`src/rtl/matmul_pkg.sv`:
```
// Shared types and default dimensions for the matrix-multiplier datapath.
package matmul_pkg;

  localparam int unsigned DefDataWidth = 16;
  localparam int unsigned DefN         = 8;
  localparam int unsigned DefP         = 9;
  localparam int unsigned DefM         = 10;

  typedef enum logic [2:0] {
    StIdle,
    StRowReq,
    StIssue,
    StStream,
    StWaitDone,
    StFinish
  } state_e;

  // Counter width for a counter running 0..limit-1, never narrower than one bit.
  function automatic int unsigned cnt_width(input int unsigned limit);
    return (limit > 1) ? $clog2(limit) : 1;
  endfunction

endpackage

```
`src/rtl/col_streamer_if.sv`:
```
// B-memory read port: request/address out, stall/data back with one-cycle latency.
interface col_streamer_if #(
  parameter int unsigned DATA_WIDTH = 16,
  parameter int unsigned ADDR_WIDTH = 7
);
  logic                  mem_rd_en;
  logic [ADDR_WIDTH-1:0] mem_addr;
  logic                  mem_stall;
  logic [DATA_WIDTH-1:0] mem_rdata;

  modport master (output mem_rd_en, output mem_addr, input mem_stall, input mem_rdata);
  modport slave  (input mem_rd_en, input mem_addr, output mem_stall, output mem_rdata);
endinterface

```
`src/rtl/col_streamer_addr_gen.sv`:
```
// Entry (k) and column counters for column-major B addressing: addr = col*N + k.
module addr_gen
  import matmul_pkg::*;
#(
  parameter int unsigned N          = DefN,
  parameter int unsigned M          = DefM,
  parameter int unsigned ADDR_WIDTH = $clog2(N*M)
) (
  input  logic                  clk,
  input  logic                  rst_n,
  input  logic                  k_clr,
  input  logic                  k_inc,
  input  logic                  col_clr,
  input  logic                  col_inc,
  output logic                  k_zero,
  output logic                  k_last,
  output logic                  col_last,
  output logic [ADDR_WIDTH-1:0] addr
);

  localparam int unsigned KW = cnt_width(N);
  localparam int unsigned CW = cnt_width(M);

  logic [KW-1:0] k_q;
  logic [CW-1:0] col_q;

  always_ff @(posedge clk or negedge rst_n) begin
    if (!rst_n) begin
      k_q   <= '0;
      col_q <= '0;
    end else begin
      if (k_clr)                k_q <= '0;
      else if (k_inc && !k_last) k_q <= k_q + 1'b1;
      if (col_clr)                  col_q <= '0;
      else if (col_inc && !col_last) col_q <= col_q + 1'b1;
    end
  end

  always_comb begin
    k_zero   = (k_q == '0);
    k_last   = (k_q == KW'(N - 1));
    col_last = (col_q == CW'(M - 1));
    addr     = ADDR_WIDTH'(32'(col_q) * N + 32'(k_q));
  end

endmodule

```
`src/rtl/col_streamer.sv`:
```
// Streams B columns to the PE array, one A row at a time, with memory stall and queue backpressure.
module col_streamer
  import matmul_pkg::*;
#(
  parameter int unsigned N          = DefN,
  parameter int unsigned P          = DefP,
  parameter int unsigned M          = DefM,
  parameter int unsigned DATA_WIDTH = DefDataWidth,
  parameter int unsigned ADDR_WIDTH = $clog2(N*M)
) (
  input  logic                  clk,
  input  logic                  rst_n,
  input  logic                  go,
  output logic                  busy,
  output logic                  job_done,
  output logic                  row_req,
  input  logic                  row_valid,
  col_streamer_if.master        mem,
  output logic                  load_row,
  output logic                  start_pe,
  output logic [DATA_WIDTH-1:0] col_entry,
  output logic                  col_valid,
  input  logic                  pe_done,
  input  logic                  fifo_full
);

  localparam int unsigned RW = cnt_width(P);

  state_e          state_q, state_d;
  logic [RW-1:0]   row_q;
  logic            row_last, row_clr, row_inc;
  logic            col_valid_q, accept, rd_en;
  logic            k_clr, k_inc, col_clr, col_inc;
  logic            k_zero, k_last, col_last;
  logic [ADDR_WIDTH-1:0] gen_addr;

  addr_gen #(
    .N          (N),
    .M          (M),
    .ADDR_WIDTH (ADDR_WIDTH)
  ) u_addr_gen (
    .clk      (clk),
    .rst_n    (rst_n),
    .k_clr    (k_clr),
    .k_inc    (k_inc),
    .col_clr  (col_clr),
    .col_inc  (col_inc),
    .k_zero   (k_zero),
    .k_last   (k_last),
    .col_last (col_last),
    .addr     (gen_addr)
  );

  always_ff @(posedge clk or negedge rst_n) begin
    if (!rst_n) begin
      state_q     <= StIdle;
      row_q       <= '0;
      col_valid_q <= 1'b0;
    end else begin
      state_q     <= state_d;
      col_valid_q <= accept;
      if (row_clr)                  row_q <= '0;
      else if (row_inc && !row_last) row_q <= row_q + 1'b1;
    end
  end

  assign row_last = (row_q == RW'(P - 1));

  always_comb begin
    state_d  = state_q;
    row_req  = 1'b0;
    load_row = 1'b0;
    start_pe = 1'b0;
    job_done = 1'b0;
    rd_en    = 1'b0;
    accept   = 1'b0;
    k_clr    = 1'b0;
    k_inc    = 1'b0;
    col_clr  = 1'b0;
    col_inc  = 1'b0;
    row_clr  = 1'b0;
    row_inc  = 1'b0;
    unique case (state_q)
      StIdle: if (go) state_d = StRowReq;
      StRowReq: begin
        row_req = 1'b1;
        if (row_valid) begin
          load_row = 1'b1;
          col_clr  = 1'b1;
          state_d  = StIssue;
        end
      end
      StIssue: begin
        if (!fifo_full) begin
          k_clr   = 1'b1;
          state_d = StStream;
        end
      end
      StStream: begin
        rd_en  = 1'b1;
        accept = !mem.mem_stall;
        if (accept) begin
          k_inc    = 1'b1;
          start_pe = k_zero;
          if (k_last) state_d = StWaitDone;
        end
      end
      StWaitDone: begin
        if (pe_done) begin
          if (!col_last) begin
            col_inc = 1'b1;
            state_d = StIssue;
          end else if (!row_last) begin
            row_inc = 1'b1;
            state_d = StRowReq;
          end else begin
            state_d = StFinish;
          end
        end
      end
      StFinish: begin
        job_done = 1'b1;
        row_clr  = 1'b1;
        col_clr  = 1'b1;
        state_d  = StIdle;
      end
      default: state_d = StIdle;
    endcase
  end

  // Address and data are forced to zero outside their valid cycles so idle outputs stay quiet.
  assign busy          = (state_q != StIdle);
  assign mem.mem_rd_en = rd_en;
  assign mem.mem_addr  = rd_en ? gen_addr : '0;
  assign col_valid     = col_valid_q;
  assign col_entry     = col_valid_q ? mem.mem_rdata : '0;

endmodule

```
`src/flat_wrapper.sv`:
```
// flat-port wrapper written by rule: the top's interface ports become plain ports
module col_streamer_flat import matmul_pkg::*;
#(
  parameter int unsigned N          = DefN,
  parameter int unsigned P          = DefP,
  parameter int unsigned M          = DefM,
  parameter int unsigned DATA_WIDTH = DefDataWidth,
  parameter int unsigned ADDR_WIDTH = $clog2(N*M)
)
  (clk, rst_n, go, busy, job_done, row_req, row_valid, load_row, start_pe, col_entry, col_valid, pe_done, fifo_full, mem_mem_rd_en, mem_mem_addr, mem_mem_stall, mem_mem_rdata);
  col_streamer_if #(.DATA_WIDTH(DATA_WIDTH), .ADDR_WIDTH(ADDR_WIDTH)) mem_i ();
  input  logic clk;
  input  logic rst_n;
  input  logic go;
  output logic busy;
  output logic job_done;
  output logic row_req;
  input  logic row_valid;
  output logic load_row;
  output logic start_pe;
  output logic [DATA_WIDTH-1:0] col_entry;
  output logic col_valid;
  input  logic pe_done;
  input  logic fifo_full;
  output wire logic [$bits(mem_i.mem_rd_en)-1:0] mem_mem_rd_en;
  output wire logic [$bits(mem_i.mem_addr)-1:0] mem_mem_addr;
  input wire logic [$bits(mem_i.mem_stall)-1:0] mem_mem_stall;
  input wire logic [$bits(mem_i.mem_rdata)-1:0] mem_mem_rdata;
  assign mem_mem_rd_en = mem_i.mem_rd_en;
  assign mem_mem_addr = mem_i.mem_addr;
  assign mem_i.mem_stall = mem_mem_stall;
  assign mem_i.mem_rdata = mem_mem_rdata;
  col_streamer #(.N(N), .P(P), .M(M), .DATA_WIDTH(DATA_WIDTH), .ADDR_WIDTH(ADDR_WIDTH)) u_core (.clk(clk), .rst_n(rst_n), .go(go), .busy(busy), .job_done(job_done), .row_req(row_req), .row_valid(row_valid), .mem(mem_i), .load_row(load_row), .start_pe(start_pe), .col_entry(col_entry), .col_valid(col_valid), .pe_done(pe_done), .fifo_full(fifo_full));
endmodule
```
`config.mk`:
```
export PLATFORM = sky130hd
export DESIGN_NAME = col_streamer_flat
export DESIGN_NICKNAME = d
export VERILOG_FILES = /design/src/rtl/matmul_pkg.sv /design/src/rtl/col_streamer_if.sv /design/src/rtl/col_streamer_addr_gen.sv /design/src/rtl/col_streamer.sv /design/src/flat_wrapper.sv
export SDC_FILE = /design/constraint.sdc
export NUM_CORES = 1
export LEC_CHECK = 0
export ABC_AREA = 1
export BUFFER_PORTS_ARGS = -buffer_cell sky130_fd_sc_hd__buf_2
export CORE_AREA = 2 2 62 64
export DETAILED_ROUTE_END_ITERATION = 10
export DIE_AREA = 0 0 64 66
export HOLD_SLACK_MARGIN = 0.06
export PLACE_DENSITY = 0.61
export SKIP_CTS_REPAIR_TIMING = 1
export SLEW_MARGIN = 20
export SYNTH_ARGS = -nofsm -noshare
export SYNTH_HDL_FRONTEND = slang
export SYNTH_SLANG_ARGS = --single-unit
```
`constraint.sdc`:
```
create_clock -name clk -period 1.4 [get_ports clk]
set_clock_uncertainty 0.1 [all_clocks]
set_input_delay 0 -clock clk [delete_from_list [all_inputs] [get_ports clk]]
set_output_delay 0 -clock clk [all_outputs]
set_load 0.01 [all_outputs]
```
== Word-level counts from Yosys, hierarchy flattened ==
Cells that the tools add are included.
Storage, ports and cells
  register bits after elaboration: 15
  logic and storage cells: 74
Operators by class
  $add $sub $neg: 4
  equality and inequality tests: 14
  multiplexer cells: 37
  reduce and logical (&&, ||, !) cells: 14
Operators by type and width (count)
  2-to-1 mux 3 bit: 10
  2-to-1 mux 1 bit: 19
  2-to-1 mux 16 bit: 1
  2-to-1 mux 4 bit: 4
  one-hot mux 3 bit (5 select lines): 1
  != test 2 bit, second input constant: 6
  equality test 3 bit, second input constant: 3
  adder 4 x 1 -> 4 bit, second input constant: 2
  equality test 4 bit, second input constant: 2
  adder 7 x 3 -> 7 bit: 1
  2-to-1 mux 7 bit: 1
  equality test 3 x 2 -> 1 bit, second input constant: 2
  zero test 3 bit: 2
  AND reduction 6 bit: 1
  nonzero test 2 bit: 3
  zero test 1 bit: 4
  adder 3 x 1 -> 3 bit, second input constant: 1
  equality test 3 x 1 -> 1 bit, second input constant: 1
  logical AND 1 bit: 3
  nonzero test 3 bit: 1
  one-hot mux 1 bit (2 select lines): 1

== Logic depth before layout (Yosys ltp) ==
Gate-level depths: netlist (run 1).
  depth in word-level cells: 8
  gate-level depth with buffers: 9
  gate-level depth less buffers: 9

== Hierarchy ==
Synthesis (run 1) repeated with hierarchy kept, for this count alone.
Second synthesis, totals
  cell total of the unflattened synthesis: 186
  area, all modules: 1208.7 µm²
Modules (own cells, without submodules)
  col_streamer: times used 1, cells an instance 132, area an instance 792.0 µm², seq. area each 200.2 µm²
  addr_gen: times used 1, cells an instance 54, area an instance 416.6 µm², seq. area each 175.2 µm²

== Least setup slack after synthesis (run 1) ==
No wires, ideal clock.
  path type: register to register
  from: reg u_core.u_addr_gen.k_q[0]
  to: reg u_core.state_q[1]
  setup time: 0.121 ns
  arrival time: 1.131 ns
  required time: 1.179 ns
  slack: 0.048 ns
  cell stages (with the launch flop): 9
  path buffers: 0
  clock period less this slack: 1.352 ns
  cells stage by stage: dfrtp_1 ha_1 ha_1 nand2_1 nand2_1 nand2_1 nor2_1 nand3_1 nand2_1
On the way
  word-level cells in the longest chain between the ends: 3
Ends and longest elaborated chain
  start: declaration: RTL line col_streamer_addr_gen.sv:24  | logic [KW-1:0] k_q;
  start signal: assignment: RTL line col_streamer_addr_gen.sv:33  | else if (k_inc && !k_last) k_q <= k_q + 1'b1;
  equality test 3 bit: RTL line col_streamer_addr_gen.sv:41  | k_last = (k_q == KW'(N - 1));
  != test 2 bit (no line)
  AND reduction 6 bit (no line)
  end signal: assignment: RTL line col_streamer.sv:56  | state_q <= StIdle;
  end signal: assignment: RTL line col_streamer.sv:60  | state_q <= state_d;
  end: declaration: RTL line col_streamer.sv:29  | state_e state_q, state_d;
Every way passes these cells.
A chain may end at the register's enable or synchronous reset.

== Final worst setup path (run 1) ==
  from: reg u_core.state_q[2]
  to: out mem_mem_addr[2]
On the way
  word-level cells in the longest chain between the ends: 3
Ends and longest elaborated chain
  equality test 3 x 2 -> 1 bit: RTL line col_streamer.sv:83  | unique case (state_q)
  2-to-1 mux 1 bit: RTL line col_streamer.sv:83
  2-to-1 mux 7 bit: RTL line col_streamer.sv:134  | assign mem.mem_addr = rd_en ? gen_addr : '0;
  end: declaration: RTL line flat_wrapper.sv:26  | output wire logic [$bits(mem_i.mem_addr)-1:0] mem_mem_addr;
Every way passes these cells.

==> run_summary.xml, run 1 <==
<?xml version="1.0" encoding="UTF-8"?>
<metrics>
  <group name="outcome">
    <metric name="run_status" unit="">finished, violations left</metric>
    <metric name="failing_checks" unit="">negative setup slack</metric>
  </group>
  <group name="yosys">
    <metric name="syn_avg_cell_area" unit="um^2">6.792</metric>
    <metric name="netlist_instances" unit="">175</metric>
    <metric name="synthesis.area" unit="um^2">1189</metric>
    <metric name="synth_edf_count" unit="">0</metric>
    <metric name="ys_async_sr_fraction" unit="%">100.0</metric>
    <metric name="synth-compound-area-share" unit="%">5.579</metric>
    <metric name="yosys.area_share.simple" unit="%">38.32</metric>
    <metric name="mappedNetlistNets" unit="">205</metric>
    <metric name="dominantRegCellSynth" unit="">sky130_fd_sc_hd__dfrtp_1</metric>
    <metric name="synth.yosys.seq_area_share" unit="%">31.58</metric>
    <metric name="synth_top_family_by_area" unit="">simple AND/OR/NAND/NOR gates</metric>
    <metric name="netlist_top_cells_area" unit="">sky130_fd_sc_hd__dfrtp_1 (32%), sky130_fd_sc_hd__nand2_1 (14%), sky130_fd_sc_hd__inv_1 (13%)</metric>
    <metric name="fraction_of_the_mapped_netlist_area_in_adder_cells" unit="%">7.368</metric>
    <metric name="synth_top_area_share" unit="%">31.58</metric>
    <metric name="netlist.top_cell.by_area" unit="">sky130_fd_sc_hd__dfrtp_1</metric>
    <metric name="netlist_top_cells_count" unit="">sky130_fd_sc_hd__nand2_1 (44), sky130_fd_sc_hd__inv_1 (41), sky130_fd_sc_hd__nand3_1 (21)</metric>
    <metric name="yosys.cell_types.count" unit="">19</metric>
    <metric name="yosysWarnings" unit="">0</metric>
    <metric name="ys_ff_latch" unit="">15</metric>
    <metric name="post_synth_mux_area_share" unit="%">0</metric>
    <metric name="synthXorXnorAreaFrac" unit="%">2.947</metric>
    <metric name="leading_cell_type_by_number_of_instances_after_synthesis" unit="">sky130_fd_sc_hd__nand2_1</metric>
  </group>
  <group name="timing">
    <metric name="worst_hold_slack" unit="ps">46.59</metric>
    <metric name="slew_violations" unit="">0</metric>
    <metric name="finalWorstPathRequiredPeriod" unit="ps">1551</metric>
    <metric name="timing.final.crit_share" unit="%">110.8</metric>
    <metric name="worstMarginPinSlew" unit="ps">348.4</metric>
    <metric name="setup_ws" unit="ps">-150.7</metric>
    <metric name="rsz0062_at_grt" unit="">true</metric>
    <metric name="fin_tns_setup" unit="ps">-1062</metric>
    <metric name="setup_viol_count_final" unit="">8</metric>
    <metric name="clock.fmax" unit="MHz">644.9</metric>
    <metric name="hold_viol_final" unit="">0</metric>
    <metric name="timing.slew.headroom" unit="%">76.78</metric>
  </group>
  <group name="place">
    <metric name="routability_congestion" unit="">0.8061</metric>
    <metric name="dp.cells" unit="">283</metric>
    <metric name="pre_cts_slack" unit="ps">17.92</metric>
    <metric name="post_detail_place_hpwl" unit="um">2206</metric>
    <metric name="port_buffers" unit="">52</metric>
  </group>
  <group name="global_routing">
    <metric name="track_usage" unit="%">13.47</metric>
    <metric name="grt-ovfl-total" unit="">0</metric>
    <metric name="first_global_vias" unit="">1096</metric>
    <metric name="grt_antenna_before_repair" unit="">0</metric>
    <metric name="grt_first_pass_wirelength" unit="um">4560</metric>
    <metric name="grt_start_max_net_pins" unit="">18</metric>
  </group>
  <group name="pwr">
    <metric name="p_leak" unit="uW">0.001143</metric>
    <metric name="sequentialPowerShare" unit="%">28.8</metric>
    <metric name="power.share.switching" unit="%">45.98</metric>
    <metric name="internal_power" unit="uW">1311</metric>
    <metric name="power.switching" unit="uW">1115</metric>
    <metric name="power_frac_clock" unit="%">10.3</metric>
    <metric name="worst_vdd_rail_ir_drop" unit="V">0.0005871</metric>
    <metric name="comb_power_share" unit="%">61.0</metric>
    <metric name="cellPowerDensity" unit="nW/um^2">1402</metric>
  </group>
  <group name="cts">
    <metric name="cts.sinks" unit="">15</metric>
    <metric name="clock_root_cell" unit="">sky130_fd_sc_hd__clkbuf_4</metric>
    <metric name="cts.reportedPaths.clkPinSlew" unit="ps">100</metric>
    <metric name="worstSkewPairLatency" unit="ps">280</metric>
    <metric name="cts-buffers-inserted" unit="">3</metric>
    <metric name="tritoncts_clock_tree" unit="">done</metric>
    <metric name="cts_max_level" unit="">1</metric>
    <metric name="ctsLongestPathBuffers" unit="">2</metric>
  </group>
  <group name="route">
    <metric name="drtAntennaViolNets" unit="">0</metric>
    <metric name="sum_of_routed_wire_length_over_all_layers" unit="um">2868</metric>
    <metric name="drt-vias-per-instance" unit="">4.214</metric>
    <metric name="wire_length_per_cell" unit="um">9.755</metric>
    <metric name="vias" unit="">1239</metric>
    <metric name="drc" unit="">0</metric>
    <metric name="pre_antenna_drt_iters" unit="">4</metric>
    <metric name="initialDrtViolationCount" unit="">38</metric>
  </group>
  <group name="setup_path">
    <metric name="worstPathArrival" unit="ps">1450</metric>
    <metric name="worst-r2r-cell-count" unit="">6</metric>
    <metric name="kind_of_end_point_of_the_critical_path" unit="">output port</metric>
    <metric name="worstPathMaxFanout" unit="">8</metric>
    <metric name="worstPathRequired" unit="ps">1300</metric>
    <metric name="timing_worst_setup_path_type" unit="">reg2out</metric>
    <metric name="regToRegEndpoint" unit="">u_core.u_addr_gen.k_q[1]$_DFFE_PN0P_</metric>
    <metric name="regToRegStartpoint" unit="">u_core.state_q[2]$_DFFE_PN0P_</metric>
    <metric name="r2r_slack" unit="ps">30</metric>
    <metric name="startpoint_type" unit="">register</metric>
  </group>
  <group name="die">
    <metric name="chipWidth" unit="um">64</metric>
    <metric name="chipHeight" unit="um">66</metric>
    <metric name="initial_core_util" unit="%">33.47</metric>
    <metric name="num_rows" unit="">22</metric>
    <metric name="pin_count" unit="">53</metric>
    <metric name="coreArea" unit="um^2">3551</metric>
    <metric name="die_footprint" unit="um^2">4224</metric>
  </group>
  <group name="min_path">
    <metric name="hold_class" unit="">in2async</metric>
  </group>
  <group name="flow_run">
    <metric name="timing.max_cap.violations" unit="">0</metric>
  </group>
  <group name="finish">
    <metric name="post_route_cells_drive_above_1_share" unit="%">40.65</metric>
    <metric name="layout.core_utilization" unit="%">48.73</metric>
    <metric name="net_total_in_the_final_layout" unit="">277</metric>
    <metric name="final_cells" unit="">294</metric>
    <metric name="area_growth" unit="%">45.58</metric>
    <metric name="antenna_diode_count" unit="">0</metric>
    <metric name="fill_count" unit="">384</metric>
  </group>
</metrics>
## worst max path at each step
| stage | startpoint | to | slack, ps | cells after the start |
|---|---|---|---|---|
| final | u_core.state_q[2]$_DFFE_PN0P_ | mem_mem_addr[2] | -150 | 5 |
| after floorplan | u_core.u_addr_gen.k_q[0]$_DFFE_PN0P_ | u_core.state_q[1]$_DFFE_PN0P_ | 50 | 8 |
| after global routing | u_core.state_q[0]$_DFFE_PN0P_ | mem_mem_addr[2] | -260 | 5 |
| after global placement | u_core.u_addr_gen.k_q[0]$_DFFE_PN0P_ | u_core.state_q[1]$_DFFE_PN0P_ | 50 | 8 |
| after CTS | u_core.state_q[2]$_DFFE_PN0P_ | mem_mem_addr[4] | -200 | 5 |
| after detailed placement | u_core.u_addr_gen.k_q[0]$_DFFE_PN0P_ | u_core.state_q[1]$_DFFE_PN0P_ | 20 | 8 |
## power by group through the flow
stage	clock, uW	sequential, uW	combinational, uW
2_1_floorplan	0	670	803
4_1_cts	263	657	1310
6_report	249	698	1480
3_3_place_gp	0	663	1300
5_1_grt	278	716	1700
3_5_place_dp	0	666	1300
## through the flow
step | power, uW | cell area (um^2)
after floorplan | 1473 | 1189
after global placement | 1962 | 1577
after detailed placement | 1970 | 1577
after CTS | 2231 | 1603
after global routing | 2689 | 1730
final | 2426 | 1730
## critical path, stage by stage, from the launching register on
cell and delay [ps]:
sky130_fd_sc_hd__dfrtp_1 430, sky130_fd_sc_hd__buf_6 140, sky130_fd_sc_hd__nor2_4 120, sky130_fd_sc_hd__clkinvlp_4 200
sky130_fd_sc_hd__nor2_1 140, sky130_fd_sc_hd__buf_2 140
## area by class of cell
cell class	instances	area, um^2	share of cell area (%)
well taps	48	60.06	3.471
repair buffers	69	405.4	23.43
multi-input cells	115	689.4	39.84
inverters	43	170.2	9.834
flip-flops and latches	15	379.1	21.91
clock buffers	4	26.28	1.518
## flip-flops by register name, indices dropped and copies added, names as in the netlist
name,count
u_core.row_q,4
u_core.u_addr_gen.col_q,4
u_core.state_q,3
u_core.u_addr_gen.k_q,3
u_core.col_valid,1
## cell usage in the layout, fill, tap and decap left out, drive strengths merged
cell type / n
nand3: 25
buf: 65
xor2: 4
dlygate4sd3: 4
ha: 7
dfrtp: 15
o21ai: 8
nor2: 20
nand2: 48
inv: 42
clkinvlp: 1
o21bai: 3
clkbuf: 4
## metal layers
metal  track usage [%]  wire length [um]  part of all wire [%]  vias up
met3             2.044               139                   4.8        2
li1                  -                 -                     -      665
met2             23.18              1405                    49       32
met5                 0                 0                     0        -
met1             17.02              1303                    45      540
met4             4.891                19                  0.66        0
## cell families after synthesis
family	after synthesis
simple gates	93
xor+xnor	4
flops	15
fa+ha+maj	7
compound gates	11
buf+inv	45
(Power assumes the default switching activity.)
==> run 2: changes to the inputs <==
--- a/config.mk
+++ b/config.mk
@@ -5,13 +5,13 @@
 export SDC_FILE = /design/constraint.sdc
 export NUM_CORES = 1
 export LEC_CHECK = 0
-export ABC_AREA = 1
+export ABC_AREA = 0
 export BUFFER_PORTS_ARGS = -buffer_cell sky130_fd_sc_hd__buf_2
-export CORE_AREA = 2 2 62 64
+export CORE_AREA = 2 2 59 61
 export DETAILED_ROUTE_END_ITERATION = 10
-export DIE_AREA = 0 0 64 66
+export DIE_AREA = 0 0 61 63
 export HOLD_SLACK_MARGIN = 0.06
-export PLACE_DENSITY = 0.61
+export PLACE_DENSITY = 0.62
 export SKIP_CTS_REPAIR_TIMING = 1
 export SLEW_MARGIN = 20
 export SYNTH_ARGS = -nofsm -noshare
==> run_summary.xml, run 2 <==
<?xml version="1.0" encoding="UTF-8"?>
<metrics>
  <group name="finish">
    <metric name="layout_common_cells" unit="">sky130_fd_sc_hd__buf_2 (52), sky130_fd_sc_hd__buf_4 (40), sky130_fd_sc_hd__and2_1 (20), sky130_fd_sc_hd__dfrtp_1 (15), sky130_fd_sc_hd__nor2_1 (9)</metric>
    <metric name="layout.cells.most_common" unit="">sky130_fd_sc_hd__buf_2</metric>
    <metric name="area_growth" unit="%">87.13</metric>
    <metric name="post_route_cells_drive_above_1_share" unit="%">55.70</metric>
    <metric name="antenna_diode_count" unit="">0</metric>
    <metric name="layout.core_utilization" unit="%">61.36</metric>
    <metric name="net_total_in_the_final_layout" unit="">259</metric>
    <metric name="reg.largest.list" unit="">u_core.row_q x4, u_core.u_addr_gen.col_q x4</metric>
    <metric name="fill_count" unit="">296</metric>
  </group>
  <group name="yosys">
    <metric name="yosys.cell_types.count" unit="">33</metric>
    <metric name="netlist_instances" unit="">125</metric>
    <metric name="ys_async_sr_fraction" unit="%">100.0</metric>
    <metric name="synthesis.area" unit="um^2">1060</metric>
    <metric name="netlist_top_cells_area" unit="">sky130_fd_sc_hd__dfrtp_1 (35%), sky130_fd_sc_hd__and2_1 (12%), sky130_fd_sc_hd__ha_1 (8.3%)</metric>
    <metric name="ys_ff_latch" unit="">15</metric>
    <metric name="synth.yosys.seq_area_share" unit="%">35.42</metric>
    <metric name="yosysWarnings" unit="">0</metric>
    <metric name="netlist.top_cell.by_area" unit="">sky130_fd_sc_hd__dfrtp_1</metric>
    <metric name="synth_edf_count" unit="">0</metric>
    <metric name="netlist_top_cells_count" unit="">sky130_fd_sc_hd__and2_1 (20), sky130_fd_sc_hd__dfrtp_1 (15), sky130_fd_sc_hd__nor2_1 (14)</metric>
    <metric name="mappedNetlistNets" unit="">155</metric>
    <metric name="syn_avg_cell_area" unit="um^2">8.478</metric>
    <metric name="leading_cell_type_by_number_of_instances_after_synthesis" unit="">sky130_fd_sc_hd__and2_1</metric>
    <metric name="synth_top_area_share" unit="%">35.42</metric>
    <metric name="dominantRegCellSynth" unit="">sky130_fd_sc_hd__dfrtp_1</metric>
  </group>
  <group name="die">
    <metric name="chipWidth" unit="um">61</metric>
    <metric name="die_footprint" unit="um^2">3843</metric>
    <metric name="num_rows" unit="">21</metric>
    <metric name="chipHeight" unit="um">63</metric>
    <metric name="coreArea" unit="um^2">3232</metric>
    <metric name="pin_count" unit="">53</metric>
    <metric name="initial_core_util" unit="%">32.79</metric>
  </group>
  <group name="setup_path">
    <metric name="worstPathMaxFanout" unit="">5</metric>
    <metric name="timing_worst_setup_path_type" unit="">reg2reg</metric>
    <metric name="worstPathArrival" unit="ps">2110</metric>
    <metric name="path_cells" unit="">or3b_4, or4b_4, or3_4, a21oi_2</metric>
    <metric name="slowest_delay" unit="ps">560</metric>
    <metric name="startpoint_type" unit="">register</metric>
    <metric name="worstPathRequired" unit="ps">1520</metric>
    <metric name="slowest_stage" unit="">sky130_fd_sc_hd__or4b_4</metric>
    <metric name="kind_of_end_point_of_the_critical_path" unit="">register</metric>
  </group>
  <group name="route">
    <metric name="drc" unit="">0</metric>
    <metric name="wire_length_per_cell" unit="um">13.01</metric>
    <metric name="sum_of_routed_wire_length_over_all_layers" unit="um">3566</metric>
    <metric name="drtAntennaViolNets" unit="">0</metric>
    <metric name="pre_antenna_drt_iters" unit="">4</metric>
    <metric name="vias" unit="">1297</metric>
    <metric name="initialDrtViolationCount" unit="">26</metric>
    <metric name="drt-vias-per-instance" unit="">4.734</metric>
  </group>
  <group name="cts">
    <metric name="cts_max_level" unit="">1</metric>
    <metric name="cts.sinks" unit="">15</metric>
    <metric name="cts.reportedPaths.clkPinSlew" unit="ps">90</metric>
    <metric name="ctsLongestPathBuffers" unit="">2</metric>
    <metric name="tritoncts_clock_tree" unit="">done</metric>
    <metric name="worstSkewPairLatency" unit="ps">280</metric>
    <metric name="cts-buffers-inserted" unit="">3</metric>
    <metric name="clock_root_cell" unit="">sky130_fd_sc_hd__clkbuf_4</metric>
  </group>
  <group name="outcome">
    <metric name="failing_checks" unit="">negative setup slack</metric>
    <metric name="run_status" unit="">finished, violations left</metric>
  </group>
  <group name="timing">
    <metric name="setup_viol_count_final" unit="">27</metric>
    <metric name="worst_hold_slack" unit="ps">7.476</metric>
    <metric name="hold_viol_final" unit="">0</metric>
    <metric name="finalWorstPathRequiredPeriod" unit="ps">1983</metric>
    <metric name="slew_violations" unit="">0</metric>
    <metric name="worstMarginPinSlew" unit="ps">329.6</metric>
    <metric name="timing.final.crit_share" unit="%">141.7</metric>
    <metric name="clock.fmax" unit="MHz">504.2</metric>
    <metric name="rsz0062_at_grt" unit="">true</metric>
    <metric name="timing.slew.headroom" unit="%">77.79</metric>
    <metric name="setup_ws" unit="ps">-583.2</metric>
  </group>
  <group name="global_routing">
    <metric name="track_usage" unit="%">15.80</metric>
    <metric name="grt-ovfl-total" unit="">0</metric>
    <metric name="grt_antenna_before_repair" unit="">0</metric>
    <metric name="grt_first_pass_wirelength" unit="um">4712</metric>
    <metric name="first_global_vias" unit="">1094</metric>
    <metric name="grt_start_max_net_pins" unit="">18</metric>
  </group>
  <group name="pwr">
    <metric name="worst_vdd_rail_ir_drop" unit="V">0.0005684</metric>
    <metric name="p_leak" unit="uW">0.001043</metric>
    <metric name="cellPowerDensity" unit="nW/um^2">1574</metric>
  </group>
  <group name="place">
    <metric name="post_detail_place_hpwl" unit="um">2453</metric>
    <metric name="port_buffers" unit="">52</metric>
    <metric name="routability_congestion" unit="">0.8699</metric>
  </group>
  <group name="flow_run">
    <metric name="timing.max_cap.violations" unit="">0</metric>
  </group>
  <group name="min_path">
    <metric name="hold_class" unit="">in2reg</metric>
  </group>
</metrics>
[run 2: cell types whose count changed after synthesis, moves of 16 or more]
cell and change:
sky130_fd_sc_hd__nand2_1 -41, sky130_fd_sc_hd__inv_1 -32, sky130_fd_sc_hd__and2_1 +20, sky130_fd_sc_hd__nand3_1 -16
[run 2: kinds of logic after synthesis]
group | synth area share, %
AOI/OAI and AO/OA | 10.63
adders and majority gates | 8.264
DFF | 35.42
and+or+nand+nor | 34.24
xor gates and xnor gates | 2.480
buffers and inverters | 5.076
muxes | 3.896
[run 2: worst paths after layout]
kind                                                              from                                      to  slack [ps]  cells past startpoint
min in group asynchronous                                        rst_n    u_core.u_addr_gen.k_q[0]$_DFFE_PN0P_          60                      2
max in group asynchronous                                        rst_n  u_core.u_addr_gen.col_q[0]$_DFFE_PN0P_         890                      2
worst min-delay path                                         row_valid  u_core.u_addr_gen.col_q[2]$_DFFE_PN0P_           7                      4
worst max register to register           u_core.state_q[0]$_DFFE_PN0P_             u_core.row_q[3]$_DFFE_PN0P_        -580                      4
worst min register to register  u_core.u_addr_gen.col_q[3]$_DFFE_PN0P_  u_core.u_addr_gen.col_q[3]$_DFFE_PN0P_         490                      2
worst max-delay path                     u_core.state_q[0]$_DFFE_PN0P_             u_core.row_q[3]$_DFFE_PN0P_        -580                      4
[run 2: metrics by stage]
stage	worst slack [ps]	total power, uW	cells	area, um^2	TNS (ps)
after detailed placement	-661.0	2194	248	1639	-4362
after floorplan	-627.5	1467	125	1140	-3450
final	-583.2	3121	274	1983	-7983
after global placement	-587.4	2134	248	1639	-3756
after CTS	-683.6	2446	252	1665	-7668
after global routing	-661.8	3338	274	1983	-10110
[run 2: critical path, delay by kind of cell, from the launching register on]
kind / cells / cell delay (ps)
compound gates: 1 / 110
simple gates: 3 / 1320
flops: 1 / 390
[run 2: routing by layer]
metal | global-route usage (%) | share of wire (%)
met5 | 0 | 0
met4 | 4.891 | 1.4
met3 | 2.277 | 6.7
met2 | 27.82 | 54
met1 | 19.15 | 38
[run 2: area by class of cell]
| class | count | area (um^2) | share of cell area (%) |
|---|---|---|---|
| clock buffers | 4 | 26.28 | 1.325 |
| inverters | 9 | 36.28 | 1.830 |
| multi-input cells | 96 | 762.0 | 38.42 |
| well taps | 46 | 57.56 | 2.902 |
| repair buffers | 104 | 725.7 | 36.59 |
| flip-flops and latches | 15 | 375.4 | 18.93 |
[run 2: where the power goes]
group / internal [uW] / total (uW) / switching (uW) / leakage, uW
sequential: 550 / 649 / 99.1 / 0.000198
combinational: 1220 / 2220 / 1000 / 0.000830
clock: 111 / 253 / 143 / 0.0000150
==> run 3: changes to the inputs <==
--- a/config.mk
+++ b/config.mk
@@ -7,11 +7,12 @@
 export LEC_CHECK = 0
 export ABC_AREA = 0
 export BUFFER_PORTS_ARGS = -buffer_cell sky130_fd_sc_hd__buf_2
+export CAP_MARGIN = 0
 export CORE_AREA = 2 2 59 61
 export DETAILED_ROUTE_END_ITERATION = 10
 export DIE_AREA = 0 0 61 63
 export HOLD_SLACK_MARGIN = 0.06
-export PLACE_DENSITY = 0.62
+export PLACE_DENSITY = 0.68
 export SKIP_CTS_REPAIR_TIMING = 1
 export SLEW_MARGIN = 20
 export SYNTH_ARGS = -nofsm -noshare
==> run_summary.xml, run 3 (synthesized netlist as in run 2, its figures left out) <==
<?xml version="1.0" encoding="UTF-8"?>
<metrics>
  <group name="cts">
    <metric name="cts_max_level" unit="">1</metric>
    <metric name="tritoncts_clock_tree" unit="">done</metric>
    <metric name="cts-buffers-inserted" unit="">3</metric>
    <metric name="cts.reportedPaths.clkPinSlew" unit="ps">120</metric>
    <metric name="worstSkewPairLatency" unit="ps">300</metric>
    <metric name="ctsLongestPathBuffers" unit="">2</metric>
    <metric name="clock_root_cell" unit="">sky130_fd_sc_hd__clkbuf_4</metric>
    <metric name="cts.sinks" unit="">15</metric>
  </group>
  <group name="pwr">
    <metric name="power.total" unit="uW">3006</metric>
    <metric name="cellPowerDensity" unit="nW/um^2">1518</metric>
    <metric name="worst_vdd_rail_ir_drop" unit="V">0.001080</metric>
    <metric name="power.share.switching" unit="%">40.33</metric>
    <metric name="p_leak" unit="uW">0.001016</metric>
    <metric name="comb_power_share" unit="%">69.5</metric>
    <metric name="internal_power" unit="uW">1794</metric>
    <metric name="power.switching" unit="uW">1212</metric>
    <metric name="sequentialPowerShare" unit="%">21.4</metric>
    <metric name="power_frac_clock" unit="%">9.1</metric>
  </group>
  <group name="finish">
    <metric name="final_area" unit="um^2">1979</metric>
    <metric name="antenna_diode_count" unit="">0</metric>
    <metric name="area_growth" unit="%">86.78</metric>
    <metric name="fill_count" unit="">289</metric>
    <metric name="reg.largest.list" unit="">u_core.row_q x4, u_core.u_addr_gen.col_q x4</metric>
    <metric name="layout_common_cells" unit="">sky130_fd_sc_hd__buf_2 (48), sky130_fd_sc_hd__buf_4 (30), sky130_fd_sc_hd__and2_1 (20), sky130_fd_sc_hd__buf_6 (15), sky130_fd_sc_hd__dfrtp_1 (15)</metric>
    <metric name="layout.cells.most_common" unit="">sky130_fd_sc_hd__buf_2</metric>
    <metric name="layout.core_utilization" unit="%">61.25</metric>
    <metric name="final_cells" unit="">270</metric>
    <metric name="net_total_in_the_final_layout" unit="">255</metric>
    <metric name="post_route_cells_drive_above_1_share" unit="%">55.36</metric>
  </group>
  <group name="outcome">
    <metric name="failing_checks" unit="">negative setup slack</metric>
    <metric name="run_status" unit="">finished, violations left</metric>
  </group>
  <group name="timing">
    <metric name="timing.slew.headroom" unit="%">67.59</metric>
    <metric name="slew_violations" unit="">0</metric>
    <metric name="worstMarginPinSlew" unit="ps">484.6</metric>
    <metric name="clock.fmax" unit="MHz">507.6</metric>
    <metric name="timing.final.crit_share" unit="%">140.7</metric>
    <metric name="hold_viol_final" unit="">0</metric>
    <metric name="rsz0062_at_grt" unit="">true</metric>
    <metric name="setup_ws" unit="ps">-569.9</metric>
    <metric name="finalWorstPathRequiredPeriod" unit="ps">1970</metric>
    <metric name="setup_viol_count_final" unit="">27</metric>
  </group>
  <group name="die">
    <metric name="coreArea" unit="um^2">3232</metric>
    <metric name="initial_core_util" unit="%">32.79</metric>
    <metric name="die_footprint" unit="um^2">3843</metric>
    <metric name="chipWidth" unit="um">61</metric>
    <metric name="num_rows" unit="">21</metric>
    <metric name="pin_count" unit="">53</metric>
    <metric name="chipHeight" unit="um">63</metric>
  </group>
  <group name="setup_path">
    <metric name="worstPathArrival" unit="ps">2110</metric>
    <metric name="startpoint_type" unit="">register</metric>
    <metric name="worstPathRequired" unit="ps">1540</metric>
    <metric name="worstPathMaxFanout" unit="">5</metric>
    <metric name="timing_worst_setup_path_type" unit="">reg2reg</metric>
    <metric name="kind_of_end_point_of_the_critical_path" unit="">register</metric>
  </group>
  <group name="global_routing">
    <metric name="first_global_vias" unit="">965</metric>
    <metric name="grt_antenna_before_repair" unit="">0</metric>
    <metric name="track_usage" unit="%">14.36</metric>
    <metric name="grt-ovfl-total" unit="">0</metric>
    <metric name="grt_start_max_net_pins" unit="">18</metric>
    <metric name="grt_first_pass_wirelength" unit="um">4271</metric>
  </group>
  <group name="route">
    <metric name="drtAntennaViolNets" unit="">0</metric>
    <metric name="drt-vias-per-instance" unit="">4.563</metric>
    <metric name="wire_length_per_cell" unit="um">11.95</metric>
    <metric name="pre_antenna_drt_iters" unit="">4</metric>
    <metric name="initialDrtViolationCount" unit="">57</metric>
    <metric name="vias" unit="">1232</metric>
    <metric name="drc" unit="">0</metric>
    <metric name="sum_of_routed_wire_length_over_all_layers" unit="um">3226</metric>
  </group>
  <group name="place">
    <metric name="port_buffers" unit="">52</metric>
    <metric name="routability_congestion" unit="">0.7721</metric>
    <metric name="dp.cells" unit="">250</metric>
    <metric name="detailed_place.area" unit="um^2">1654</metric>
    <metric name="post_detail_place_hpwl" unit="um">2206</metric>
  </group>
  <group name="flow_run">
    <metric name="timing.max_cap.violations" unit="">0</metric>
  </group>
  <group name="min_path">
    <metric name="hold_class" unit="">in2reg</metric>
  </group>
</metrics>
## run 3: cell count changes in the layout (fill, tap and decap cells not counted), moves of 2 or more
cell | before | now
sky130_fd_sc_hd__buf_4 | 40 | 30
sky130_fd_sc_hd__dlygate4sd3_1 | 4 | 7
sky130_fd_sc_hd__buf_12 | 2 | 0
sky130_fd_sc_hd__buf_6 | 4 | 15
sky130_fd_sc_hd__buf_2 | 52 | 48
## run 3: worst max-delay path, stage by stage, from the launching register on
cell and delay (ps):
sky130_fd_sc_hd__dfrtp_1 400, sky130_fd_sc_hd__or3b_4 400, sky130_fd_sc_hd__or4b_4 560, sky130_fd_sc_hd__or3_1 330, sky130_fd_sc_hd__a21oi_1 130
## run 3: routing by layer
metal / vias to the layer above / global-route usage (%) / share of wire [%]
met3: 9 / 1.863 / 4.6
met5: - / 0 / 0
met2: 39 / 21.91 / 47
met4: 0 / 4.891 / 2.7
li1: 631 / - / -
met1: 553 / 20.51 / 46
## run 3: power by group through the flow
stage	clock network, uW	registers [uW]	logic (uW)
finish	274	643	2090
global route	292	660	2280
CTS	278	640	1530
detailed placement	0	649	1520
global placement	0	643	1500
floorplan	0	636	831
## run 3: layout make-up
type | count | area [um^2] | share of cell area, %
multi-input combinational | 96 | 775.7 | 39.19
timing repair buffer | 100 | 704.4 | 35.59
sequential | 15 | 375.4 | 18.96
tap | 46 | 57.56 | 2.908
inverter | 9 | 36.28 | 1.833
clock buffer | 3 | 22.52 | 1.138
clock inverter | 1 | 7.507 | 0.3793
## run 3: stage by stage
stage	hold WS [ps]	setup WS, ps	TNS [ps]
4_1_cts	-501.9	-619.7	-7839
2_1_floorplan	-395.6	-627.5	-3450
3_3_place_gp	-170.9	-567.9	-3857
3_5_place_dp	-163.5	-591.5	-4226
6_report	43.31	-569.9	-6920
5_1_grt	83.03	-618.6	-9034
## run 3: final timing paths
path / cells after the start / startpoint / endpoint / slack, ps
worst min-delay path: 4 / mem_mem_stall / u_core.u_addr_gen.k_q[2]$_DFFE_PN0P_ / 40
worst max register to register: 4 / u_core.state_q[1]$_DFFE_PN0P_ / u_core.row_q[2]$_DFFE_PN0P_ / -570
min in group asynchronous: 3 / rst_n / u_core.col_valid$_DFF_PN0_ / 570
worst max-delay path: 4 / u_core.state_q[1]$_DFFE_PN0P_ / u_core.row_q[2]$_DFFE_PN0P_ / -570
worst min register to register: 2 / u_core.u_addr_gen.col_q[0]$_DFFE_PN0P_ / u_core.u_addr_gen.col_q[1]$_DFFE_PN0P_ / 500
max in group asynchronous: 3 / rst_n / u_core.row_q[3]$_DFFE_PN0P_ / 250
